**src/rtl/key_debounce.sv**
```systemverilog
// Two-key push-button debouncer: 2-flop sync, per-key debounce FSM, press/release/long-press events.
// Optional auto-repeat after long press is compiled in when KEY_REPEAT_EN is defined.

module key_debounce_ch #(
  parameter int DEBOUNCE_CYCLES = 1250000,
  parameter int LONG_CYCLES     = 50000000,
  parameter int REPEAT_CYCLES   = 12500000
) (
  input  logic clk,
  input  logic rst_n,
  input  logic key_n,
  output logic level,
  output logic press,
  output logic rel,
  output logic long_ev,
  output logic rpt
);

  // Degenerate timing values would break the counter compare points below.
  if (DEBOUNCE_CYCLES < 2 || LONG_CYCLES < 1 || REPEAT_CYCLES < 1) begin : g_bad_params
    $error("key_debounce: unsupported timing parameters");
  end

  localparam int CNT_W = $clog2(DEBOUNCE_CYCLES);
  localparam logic [CNT_W-1:0] CNT_LAST  = CNT_W'(DEBOUNCE_CYCLES - 2);
  localparam logic [31:0]      LONG_LAST = 32'(LONG_CYCLES - 1);
  localparam logic [31:0]      LONG_DONE = 32'(LONG_CYCLES);

  typedef enum logic [1:0] {
    IDLE         = 2'd0,
    PRESS_WAIT   = 2'd1,
    HELD         = 2'd2,
    RELEASE_WAIT = 2'd3
  } state_t;

  state_t           state_q, state_d;
  logic [1:0]       sync_q, sync_d;
  logic [CNT_W-1:0] cnt_q, cnt_d;
  logic [31:0]      hold_q, hold_d;
  logic             press_q, press_d;
  logic             rel_q, rel_d;
  logic             long_q, long_d;
  logic             key_low;

`ifdef KEY_REPEAT_EN
  localparam int REP_W = (REPEAT_CYCLES > 1) ? $clog2(REPEAT_CYCLES) : 1;
  localparam logic [REP_W-1:0] REP_LAST = REP_W'(REPEAT_CYCLES - 1);

  logic [REP_W-1:0] rep_q, rep_d;
  logic             rpt_q, rpt_d;
`endif

  always_comb begin
    sync_d  = {sync_q[0], key_n};
    key_low = ~sync_q[1];
    state_d = state_q;
    cnt_d   = cnt_q;
    hold_d  = hold_q;
    press_d = 1'b0;
    rel_d   = 1'b0;
    long_d  = 1'b0;
`ifdef KEY_REPEAT_EN
    rep_d   = rep_q;
    rpt_d   = 1'b0;
`endif

    case (state_q)
      IDLE: begin
        // The sample that leaves IDLE is the first of the stable run.
        if (key_low) begin
          state_d = PRESS_WAIT;
          cnt_d   = '0;
        end
      end

      PRESS_WAIT: begin
        if (!key_low) begin
          state_d = IDLE;
        end else if (cnt_q == CNT_LAST) begin
          state_d = HELD;
          cnt_d   = '0;
          hold_d  = '0;
          press_d = 1'b1;
`ifdef KEY_REPEAT_EN
          rep_d   = '0;
`endif
        end else begin
          cnt_d = cnt_q + 1'b1;
        end
      end

      HELD: begin
        if (!key_low) begin
          state_d = RELEASE_WAIT;
          cnt_d   = '0;
        end else begin
          if (hold_q != '1) begin
            hold_d = hold_q + 32'd1;
          end
          if (hold_q == LONG_LAST) begin
            long_d = 1'b1;
          end
`ifdef KEY_REPEAT_EN
          // Repeat phase only advances once the long-press event is behind us.
          if (hold_q >= LONG_DONE) begin
            if (rep_q == REP_LAST) begin
              rep_d = '0;
              rpt_d = 1'b1;
            end else begin
              rep_d = rep_q + 1'b1;
            end
          end
`endif
        end
      end

      RELEASE_WAIT: begin
        // A bounce back to HELD keeps the hold timer and repeat phase frozen, not reset.
        if (key_low) begin
          state_d = HELD;
        end else if (cnt_q == CNT_LAST) begin
          state_d = IDLE;
          cnt_d   = '0;
          rel_d   = 1'b1;
        end else begin
          cnt_d = cnt_q + 1'b1;
        end
      end

      default: begin
        state_d = IDLE;
        cnt_d   = '0;
      end
    endcase
  end

  always_ff @(posedge clk or negedge rst_n) begin
    if (!rst_n) begin
      state_q <= IDLE;
      sync_q  <= 2'b11;
      cnt_q   <= '0;
      hold_q  <= '0;
      press_q <= 1'b0;
      rel_q   <= 1'b0;
      long_q  <= 1'b0;
    end else begin
      state_q <= state_d;
      sync_q  <= sync_d;
      cnt_q   <= cnt_d;
      hold_q  <= hold_d;
      press_q <= press_d;
      rel_q   <= rel_d;
      long_q  <= long_d;
    end
  end

`ifdef KEY_REPEAT_EN
  always_ff @(posedge clk or negedge rst_n) begin
    if (!rst_n) begin
      rep_q <= '0;
      rpt_q <= 1'b0;
    end else begin
      rep_q <= rep_d;
      rpt_q <= rpt_d;
    end
  end

  assign rpt = rpt_q;
`else
  assign rpt = 1'b0;
`endif

  assign level   = (state_q == HELD) || (state_q == RELEASE_WAIT);
  assign press   = press_q;
  assign rel     = rel_q;
  assign long_ev = long_q;

endmodule

module key_debounce #(
  parameter int DEBOUNCE_CYCLES = 1250000,
  parameter int LONG_CYCLES     = 50000000,
  parameter int REPEAT_CYCLES   = 12500000
) (
  input  logic       clk,
  input  logic       rst_n,
  input  logic       key0,
  input  logic       key1,
  output logic [1:0] key_level,
  output logic [1:0] key_press,
  output logic [1:0] key_release,
  output logic [1:0] key_long,
  output logic [1:0] key_repeat
);

  logic [1:0] key_n;

  assign key_n = {key1, key0};

  for (genvar i = 0; i < 2; i++) begin : g_ch
    key_debounce_ch #(
      .DEBOUNCE_CYCLES(DEBOUNCE_CYCLES),
      .LONG_CYCLES    (LONG_CYCLES),
      .REPEAT_CYCLES  (REPEAT_CYCLES)
    ) u_ch (
      .clk    (clk),
      .rst_n  (rst_n),
      .key_n  (key_n[i]),
      .level  (key_level[i]),
      .press  (key_press[i]),
      .rel    (key_release[i]),
      .long_ev(key_long[i]),
      .rpt    (key_repeat[i])
    );
  end

endmodule
```
**config.mk**
```make
export PLATFORM = sky130hd
export DESIGN_NAME = key_debounce
export DESIGN_NICKNAME = d
export VERILOG_FILES = /design/src/rtl/key_debounce.sv
export SDC_FILE = /design/constraint.sdc
export NUM_CORES = 1
export LEC_CHECK = 0
export CORE_MARGIN = 2
export CORE_UTILIZATION = 28
export DETAILED_ROUTE_END_ITERATION = 10
export PLACE_DENSITY_LB_ADDON = 0.3
export SLEW_MARGIN = 5
export SYNTH_ARGS = -nofsm -noshare
export SYNTH_HDL_FRONTEND = slang
export SYNTH_HIERARCHICAL = 1
export SYNTH_SLANG_ARGS = --single-unit
export TNS_END_PERCENT = 5
```
**constraint.sdc**
```tcl
create_clock -name clk -period 2.3 [get_ports clk]
set_input_delay 0.345 -clock clk [delete_from_list [all_inputs] [get_ports clk]]
set_output_delay 0.345 -clock clk [all_outputs]
set_load 0.005 [all_outputs]
```
## After elaboration in Yosys (flattened, before gate mapping)

Cells that the tools add are included.

| storage, ports and cells | value |
|---|---|
| bits in registers | 120 |
| bits of input ports | 4 |
| output and inout bits | 10 |
| logic and storage cells | 112 |

| cells by class | value |
|---|---|
| add/subtract/negate cells | 4 |
| equality and inequality tests | 30 |
| muxes and demuxes | 52 |
| reductions and logical operators | 12 |

Operators by type and width:

| operator | number |
|---|---|
| $mux W32 | 8 |
| $mux W21 | 10 |
| $pmux W21 S4 | 2 |
| $pmux W32 S2 | 2 |
| $add A32 B1 Y32 const B | 2 |
| $eq A32 B26 Y1 const B | 2 |
| $ne A32 B32 Y1 const B | 2 |
| $add A21 B1 Y21 const B | 2 |
| $eq A21 B21 Y1 const B | 2 |
| $mux W2 | 12 |
| $mux W1 | 16 |
| $ne A2 B1 Y1 const B | 8 |
| $pmux W2 S4 | 2 |
| $reduce_and A4 Y1 | 4 |
| $ne A2 B2 Y1 const B | 6 |
| $reduce_and A5 Y1 | 2 |
| $eq A2 B2 Y1 const B | 4 |
| $ne A3 B1 Y1 const B | 2 |
| $ne A3 B3 Y1 const B | 2 |
| $eq A2 B1 Y1 const B | 2 |
| $logic_not A2 Y1 | 2 |
| $reduce_bool A2 Y1 | 2 |
| $logic_or A1 B1 Y1 | 2 |

## Logic depth before layout (Yosys ltp)

Gate-level depths: netlist (run 1).

| logic depth | value |
|---|---|
| depth in word-level cells | 4 |
| depth in mapped cells | 10 |
| mapped depth without buffers | 8 |

## Modules after synthesis

The synthesis (run 1) kept the hierarchy.

Modules (own cells, without submodules):

| module | instances | cells an instance | area an instance (µm²) | sequential area each (µm²) |
|---|---|---|---|---|
| key_debounce_ch at g_ch[0].u_ch | 1 | 366 | 3,318.2 | 1,503.9 |
| key_debounce_ch at g_ch[1].u_ch | 1 | 373 | 3,308.2 | 1,503.9 |

## Worst setup path after synthesis (run 1)

OpenSTA, ideal clock, no wires.

| timing path | value |
|---|---|
| path kind | reg2reg |
| start | register g_ch[1].u_ch.hold_q[0] |
| end | register g_ch[1].u_ch.hold_q[23] |
| library setup time | 0.121 ns |
| data arrival time | 2.015 ns |
| required time | 2.179 ns |
| path slack | 0.164 ns |
| cell stages (with the launch flop) | 10 |
| buffers on the path | 2 |
| period minus slack after synthesis | 2.136 ns |
| path through | dfrtp_1 ha_1 and3_1 buf_2 nand4_4 nor4b_4 or2b_1 buf_6 o21bai_1 a22o_1 |

| between the ends | value |
|---|---|
| word-level cells in the longest chain between the ends | 4 |
| elaborated cells between the ends (all ways) | 7 |
| those cells by class | 1 x add/sub; 2 x eq/ne; 3 x mux; 1 x reduce/logical |

Ends and longest elaborated chain:

| what | RTL line | text |
|---|---|---|
| from (decl) | 39 | `logic [31:0] hold_q, hold_d;` |
| from (signal assigned) | 150 | `hold_q <= hold_d;` |
| $add A32 B1 Y32 | 98 | `hold_d = hold_q + 32'd1;` |
| $mux W32 | 97 | `if (hold_q != '1) begin` |
| $mux W32 | 93 | `if (!key_low) begin` |
| $pmux W32 S2 | 67 | `case (state_q)` |

Parallel ways exist; a longest one is shown, timed or not. The select of a mux whose other input is x is not followed.
A chain may end at the register's enable or synchronous reset.

## Final worst setup path (run 1)

Ends and elaborated chain as after synthesis.

==> results of run 1 <==
## final cells by class
class,instances,area [um2]
clock buffer,18,439
clock inverter,14,163
fill,2383,15200
inverter,23,86.3
multi-input combinational,553,3320
sequential,120,3010
tap,319,399
timing repair buffer,84,708
## worst max-delay path, cell delays in order, from the launching register on
cell       delay, ns
dfrtp_1         0.39
ha_1            0.19
and3_1          0.22
nand4_4         0.13
nor4b_4         0.42
a2bb2oi_2       0.22
buf_12          0.20
o21bai_1        0.13
a22o_1          0.15
## how the worst max path moves through the flow
| stage | from | endpoint | slack [ns] | depth (start not counted) |
|---|---|---|---|---|
| after detailed placement | g_ch[0].u_ch/cnt_q[0] | g_ch[0].u_ch/hold_q[10] | 0.11 | 9 |
| after CTS | g_ch[0].u_ch/cnt_q[0] | g_ch[0].u_ch/hold_q[10] | 0.08 | 9 |
| after global routing | g_ch[0].u_ch/cnt_q[0] | g_ch[0].u_ch/hold_q[18] | -0.01 | 9 |
| after global placement | g_ch[1].u_ch/cnt_q[0] | g_ch[1].u_ch/hold_q[23] | 0.10 | 9 |
| after floorplan | g_ch[1].u_ch/hold_q[0] | g_ch[1].u_ch/hold_q[23] | 0.16 | 9 |
| final | g_ch[1].u_ch/hold_q[0] | g_ch[1].u_ch/hold_q[23] | 0.18 | 8 |
## cells in the mapped netlist, drive strengths merged (2+ instances only)
cell and number:
a21o 10, o211ai 2, a21oi 24, clkbuf 19
a2bb2oi 2, o22ai 3, o21bai 2, xor2 12
and2 11, o41ai 13, nand4 27, xnor2 9
nor3 20, o21ai 91, nor4b 8, nand3 36
dfstp 4, nor4 17, and4 8, or2 5
ha 6, o31ai 28, buf 24, a31oi 11
a41oi 5, nor2 57, nand2 84, dfrtp 116
inv 23, or4 3, nand2b 2, and4b 2
or3 14, conb 2, and3 21, a22o 3
mux2i 2, nor2b 3
## metrics by stage
stage	std cells	util	power (mW)
2_1_floorplan	739	-	2.25
3_3_place_gp	1093	0.319	2.35
3_5_place_dp	1093	0.319	2.35
4_1_cts	1126	0.345	5.10
5_1_grt	1131	0.348	5.23
6_report	1131	0.348	5.02
## state kept, by name, summed over array words and instances (netlist names), named ones only
signal and count:
g_ch.u_ch/hold_q 64, g_ch.u_ch/cnt_q 42, g_ch.u_ch/sync_q 4, g_ch.u_ch/long_ev 2, g_ch.u_ch/press 2, g_ch.u_ch/rel 2
g_ch.u_ch/state_q 2
## logic make-up (layout without fill, tap and decap cells)
kind of cell | after synthesis | in the layout | share of synthesized area
AOI/OAI and AO/OA | 198 | 198 | 0.184
xor gates and xnor gates | 21 | 21 | 0.0278
adders and majority gates | 6 | 6 | 0.0113
buffers and inverters | 66 | 139 | 0.0497
DFF | 120 | 120 | 0.454
muxes | 3 | 3 | 0.00529
other | 2 | 2 | 0.00113
and+or+nand+nor | 323 | 323 | 0.267
## per-layer routing
| layer | up-vias | part of all wire | GRT usage |
|---|---|---|---|
| met3 | 14 | 0.026 | 0.0271 |
| met1 | 2792 | 0.49 | 0.184 |
| met5 | - | 0 | 0 |
| li1 | 2830 | - | - |
| met4 | 0 | 0.0086 | 0.0381 |
| met2 | 73 | 0.47 | 0.218 |
## power by group through the flow
stage / Sequential, mW / Combinational [mW] / Clock [mW]
after floorplan: 2.18 / 0.0653 / 0
after global routing: 2.15 / 0.179 / 2.90
final: 2.15 / 0.157 / 2.71
after global placement: 2.19 / 0.159 / 0
after CTS: 2.15 / 0.161 / 2.79
after detailed placement: 2.19 / 0.159 / 0
## timing repair
item,CTS,global route
setup buffers,0,5
resized for setup,0,8
endpoints found under the hold margin,12,0
setup endpoints to repair,0,51
hold buffers,1,0
==> impl_metrics.py, run 1 <==
metrics = {
    "die": {
        "die_area_um2": 24900,
        "start_util": 0.284,
        "coreArea_um2": 23300,
        "num_rows": 56,
        "dieWidth_um": 158,
        "pin_count": 14,
        "die_height_um": 158,
    },
    "critical_path": {
        "reg2reg_to": "g_ch[1].u_ch/hold_q[23]",
        "cp_max_fo": 33,
        "critPathKind": "flip-flop to flip-flop",
        "r2r_slack_ns": 0.18,
        "crit_path_start_kind": "flip-flop",
        "worstPathArrival_ns": 2.48,
        "reg2reg_depth": 8,
        "cp.required_ns": 2.65,
        "r2r-start": "g_ch[1].u_ch/hold_q[0]",
        "end_kind": "flip-flop",
    },
    "sta": {
        "fin_tns_setup_ns": 0,
        "holdWs_ns": 0.338,
        "fin_skew_ns": 0.00769,
        "worst_slack_ns": 0.175,
        "fin_crit_sh": 0.924,
        "max_freq_mhz": 471,
        "tightest_slew_ns": 0.598,
        "finalHoldViolCount": 0,
        "setup_viol": 0,
        "slew_viol_final": 0,
        "min_period_ns": 2.12,
        "relSlewSlack": 0.600,
    },
    "grt": {
        "antenna_found_initial": 0,
        "grt_start_max_net_pins": 43,
        "grt_pass1_wl_um": 27300,
        "grt.total_usage": 0.135,
        "first_global_vias": 5481,
        "grt_overflow": 0,
    },
    "placed_design": {
        "dp_hpwl_um": 10900,
        "place_ws_ns": 0.109,
        "gp_congestion": 0.803,
        "port_buffers": 11,
        "dpl_cell_area_um2": 7440,
    },
    "yosys": {
        "ys_warn_count": 6,
        "synth.area.top_cells": "dfrtp_1 44%, o21ai_0 5.9%, nand2_1 4.8%",
        "ys_ff_latch": 120,
        "synth_top_area_share": 0.438,
        "synth_cells": 739,
        "synth_cell_types": 64,
        "postSynthAreaPerCell_um2": 8.97,
        "synth_ff_type": "dfrtp_1",
        "synth_top_area_cell": "dfrtp_1",
        "netlist_area_um2": 6630,
        "yosysSeqAreaShare": 0.454,
        "ys_async_sr_fraction": 1.00,
        "synth_edf_count": 0,
        "synth_nets": 749,
    },
    "drt": {
        "firstDrtPassIters": 5,
        "num_vias": 5709,
        "drc": 0,
        "dr.first_iter.drc_count": 361,
        "drtAntennaViolNets": 0,
        "via_per_inst": 5.05,
        "drt_wl_total_um": 16200,
        "wl_per_cell_um": 14.3,
    },
    "layout": {
        "final_common_cell": "dfrtp_1",
        "drive_gt1_frac": 0.170,
        "area_growth_pct": 22.6,
        "diodes": 0,
        "postLayoutCellArea_um2": 8120,
        "nets": 809,
        "final_cell_mix": "116 x dfrtp_1, 84 x nand2_1, 75 x o21ai_0, 69 x buf_4, 55 x nor2_1",
    },
    "power_and_ir_drop": {
        "power.internal_mw": 3.84,
        "power_frac_clock": 0.540,
        "combPwrFrac": 0.031,
        "power_leakage_nw": 3.42,
        "switching_share": 0.235,
        "vdd_drop_max_mv": 0.439,
        "power_switching_mw": 1.18,
        "p_seq_frac": 0.429,
        "p_per_area_nw_per_um2": 618,
    },
    "clock_tree": {
        "clk_pin_slew_ns": 0.06,
        "htreeDepth": 4,
        "tritoncts": "built",
        "clk_path_buf_depth": 2,
        "clkSinkCount": 120,
        "clk_latency_ns": 0.42,
        "cts_buffers": 17,
        "root_buffer": "clkbuf_16",
    },
    "min_path": {
        "hold_class": "input port to asynchronous set/reset pin",
    },
    "job": {
        "cap_viol_max_count": 0,
    },
    "run_status": {
        "outcome": "complete, no violations",
    },
}
Power figures use the tool's default switching activity.
==> run 2, diff against run 1 <==
--- a/config.mk
+++ b/config.mk
@@ -8,7 +8,8 @@
 export CORE_MARGIN = 2
 export CORE_UTILIZATION = 28
 export DETAILED_ROUTE_END_ITERATION = 10
-export PLACE_DENSITY_LB_ADDON = 0.3
+export GPL_TIMING_DRIVEN = 1
+export PLACE_DENSITY_LB_ADDON = 0.25
 export SLEW_MARGIN = 5
 export SYNTH_ARGS = -nofsm -noshare
 export SYNTH_HDL_FRONTEND = slang
==> impl_metrics.py, run 2 (synthesis gave the netlist of run 1 again) <==
metrics = {
    "placed_design": {
        "port_buffers": 11,
        "dp_cells": 1115,
        "place_ws_ns": -0.00196,
        "gp_congestion": 0.784,
        "dp_hpwl_um": 11400,
    },
    "grt": {
        "grt.total_usage": 0.144,
        "first_global_vias": 5634,
        "antenna_found_initial": 0,
        "grt_start_max_net_pins": 42,
        "grt_overflow": 0,
        "grt_pass1_wl_um": 28700,
    },
    "layout": {
        "drive_gt1_frac": 0.190,
        "area_growth_pct": 25.5,
        "nets": 834,
        "largest-register": "g_ch.u_ch/hold_q",
        "final_cell_mix": "116 x dfrtp_1, 91 x buf_4, 84 x nand2_1, 75 x o21ai_0, 55 x nor2_1",
        "final_cells": 1156,
        "largest_reg_flops": 64,
        "reg_top3": "g_ch.u_ch/hold_q: 64 flops, g_ch.u_ch/cnt_q: 42 flops, g_ch.u_ch/sync_q: 4 flops",
        "nFillCells": 2421,
        "final_common_cell": "dfrtp_1",
        "diodes": 0,
    },
    "critical_path": {
        "cpPeakStageDelay_ns": 0.38,
        "worstPathArrival_ns": 2.48,
        "crit_start": "g_ch[0].u_ch/cnt_q[0]",
        "cp_num_buf_inv": 2,
        "r2r-start": "g_ch[0].u_ch/cnt_q[0]",
        "cp.required_ns": 2.60,
        "r2r_slack_ns": 0.12,
        "cpLargestDelayFamily": "simple AND/OR/NAND/NOR gates",
        "cp_common_cell": "a21o_1",
        "crit_path_start_kind": "flip-flop",
        "cp_cell_sequence": "inv_1, ha_1, nor4bb_4, nand3_2, nor4b_4, o21ba_4, buf_4, a21o_1, a21o_1",
        "end_kind": "flip-flop",
        "critPathKind": "flip-flop to flip-flop",
        "cp_slowest_cell": "nor4b_4",
        "cp_max_fo": 6,
    },
    "clock_tree": {
        "clk_pin_slew_ns": 0.05,
        "clk_latency_ns": 0.41,
        "clkSinkCount": 120,
        "root_buffer": "clkbuf_16",
        "htreeDepth": 4,
        "clk_path_buf_depth": 2,
        "tritoncts": "built",
        "cts_buffers": 17,
    },
    "sta": {
        "worst_slack_ns": 0.119,
        "setup_viol": 0,
        "holdWs_ns": 0.337,
        "min_period_ns": 2.18,
        "relSlewSlack": 0.594,
        "max_freq_mhz": 458,
        "tightest_slew_ns": 0.609,
        "fin_crit_sh": 0.948,
        "fin_skew_ns": 0.00799,
        "slew_viol_final": 0,
        "finalHoldViolCount": 0,
    },
    "power_and_ir_drop": {
        "power.total_mw": 4.73,
        "p_per_area_nw_per_um2": 569,
        "power_leakage_nw": 3.56,
        "vdd_drop_max_mv": 0.470,
    },
    "drt": {
        "dr.first_iter.drc_count": 389,
        "wl_per_cell_um": 14.6,
        "drc": 0,
        "num_vias": 5831,
        "via_per_inst": 5.04,
        "drtAntennaViolNets": 0,
        "firstDrtPassIters": 5,
        "drt_wl_total_um": 16800,
    },
    "die": {
        "pin_count": 14,
        "num_rows": 56,
        "die_height_um": 158,
        "start_util": 0.284,
        "coreArea_um2": 23300,
        "dieWidth_um": 158,
        "die_area_um2": 24900,
    },
    "run_status": {
        "outcome": "complete, no violations",
    },
    "min_path": {
        "hold_class": "input port to flip-flop",
        "hp-start": "key0",
    },
    "job": {
        "cap_viol_max_count": 0,
    },
}
-- run 2: changes by cell type in the layout (fill, tap and decap cells not counted), sizes merged --
cell,delta
buf,+24
clkinvlp,-2
bufinv,-2
clkbuf,+10
inv,-6
o21ba,+1
-- run 2: report_power, final --
group	total, mW	internal [mW]	switching, mW	leakage, nW
Sequential	2.15	2.13	0.0144	1.65
Combinational	0.173	0.0666	0.107	1.64
Clock	2.41	1.48	0.925	0.262
Total	4.73	3.68	1.05	3.56
-- run 2: final timing paths --
path                       cells after the start                       to
max reg2reg                                    9  g_ch[0].u_ch/hold_q[21]
min reg2reg                                    0   g_ch[0].u_ch/sync_q[1]
min                                            1   g_ch[0].u_ch/sync_q[0]
max in group asynchronous                      3   g_ch[1].u_ch/sync_q[1]
min in group asynchronous                      2  g_ch[0].u_ch/hold_q[10]
max                                            9  g_ch[0].u_ch/hold_q[21]
-- run 2: final cells by class --
cell class | instances | area, um2 | share of cell area
clock buffer | 28 | 507 | 0.0609
clock inverter | 4 | 20.0 | 0.00241
inverter | 23 | 86.3 | 0.0104
multi-input combinational | 554 | 3380 | 0.407
sequential | 120 | 3010 | 0.362
tap | 319 | 399 | 0.0480
timing repair buffer | 108 | 913 | 0.110
-- run 2: per-stage QoR --
stage | utilization | instance area [um2] | TNS (ns)
floorplan | - | 6630 | 0
global placement | 0.327 | 7630 | 0
detailed placement | 0.327 | 7630 | -0.00300
CTS | 0.351 | 8190 | 0
global route | 0.356 | 8310 | -0.358
finish | 0.356 | 8310 | 0
-- run 2: worst register-to-register path, stage by stage (launching register included) --
cell and delay [ns]:
dfrtp_1 0.37, inv_1 0.06, ha_1 0.16, nor4bb_4 0.23, nand3_2 0.17, nor4b_4 0.38
o21ba_4 0.23, buf_4 0.16, a21o_1 0.15, a21o_1 0.17
-- run 2: routing by layer --
metal / wire, um / vias to the layer above / part of all wire / track usage
met5: 0 / - / 0 / 0
met4: 192 / 0 / 0.011 / 0.0494
met3: 596 / 14 / 0.035 / 0.0290
met2: 7920 / 93 / 0.47 / 0.227
met1: 8110 / 2845 / 0.48 / 0.197
li1: - / 2879 / - / -
-- run 2: what timing repair did --
action	in CTS	in global routing
buffers inserted	0	7
hold buffers	1	0
gates cloned	0	1
pin swaps	0	6
endpoints found under the setup margin	15	47
resized for setup	2	13
endpoints found under the hold margin	36	0
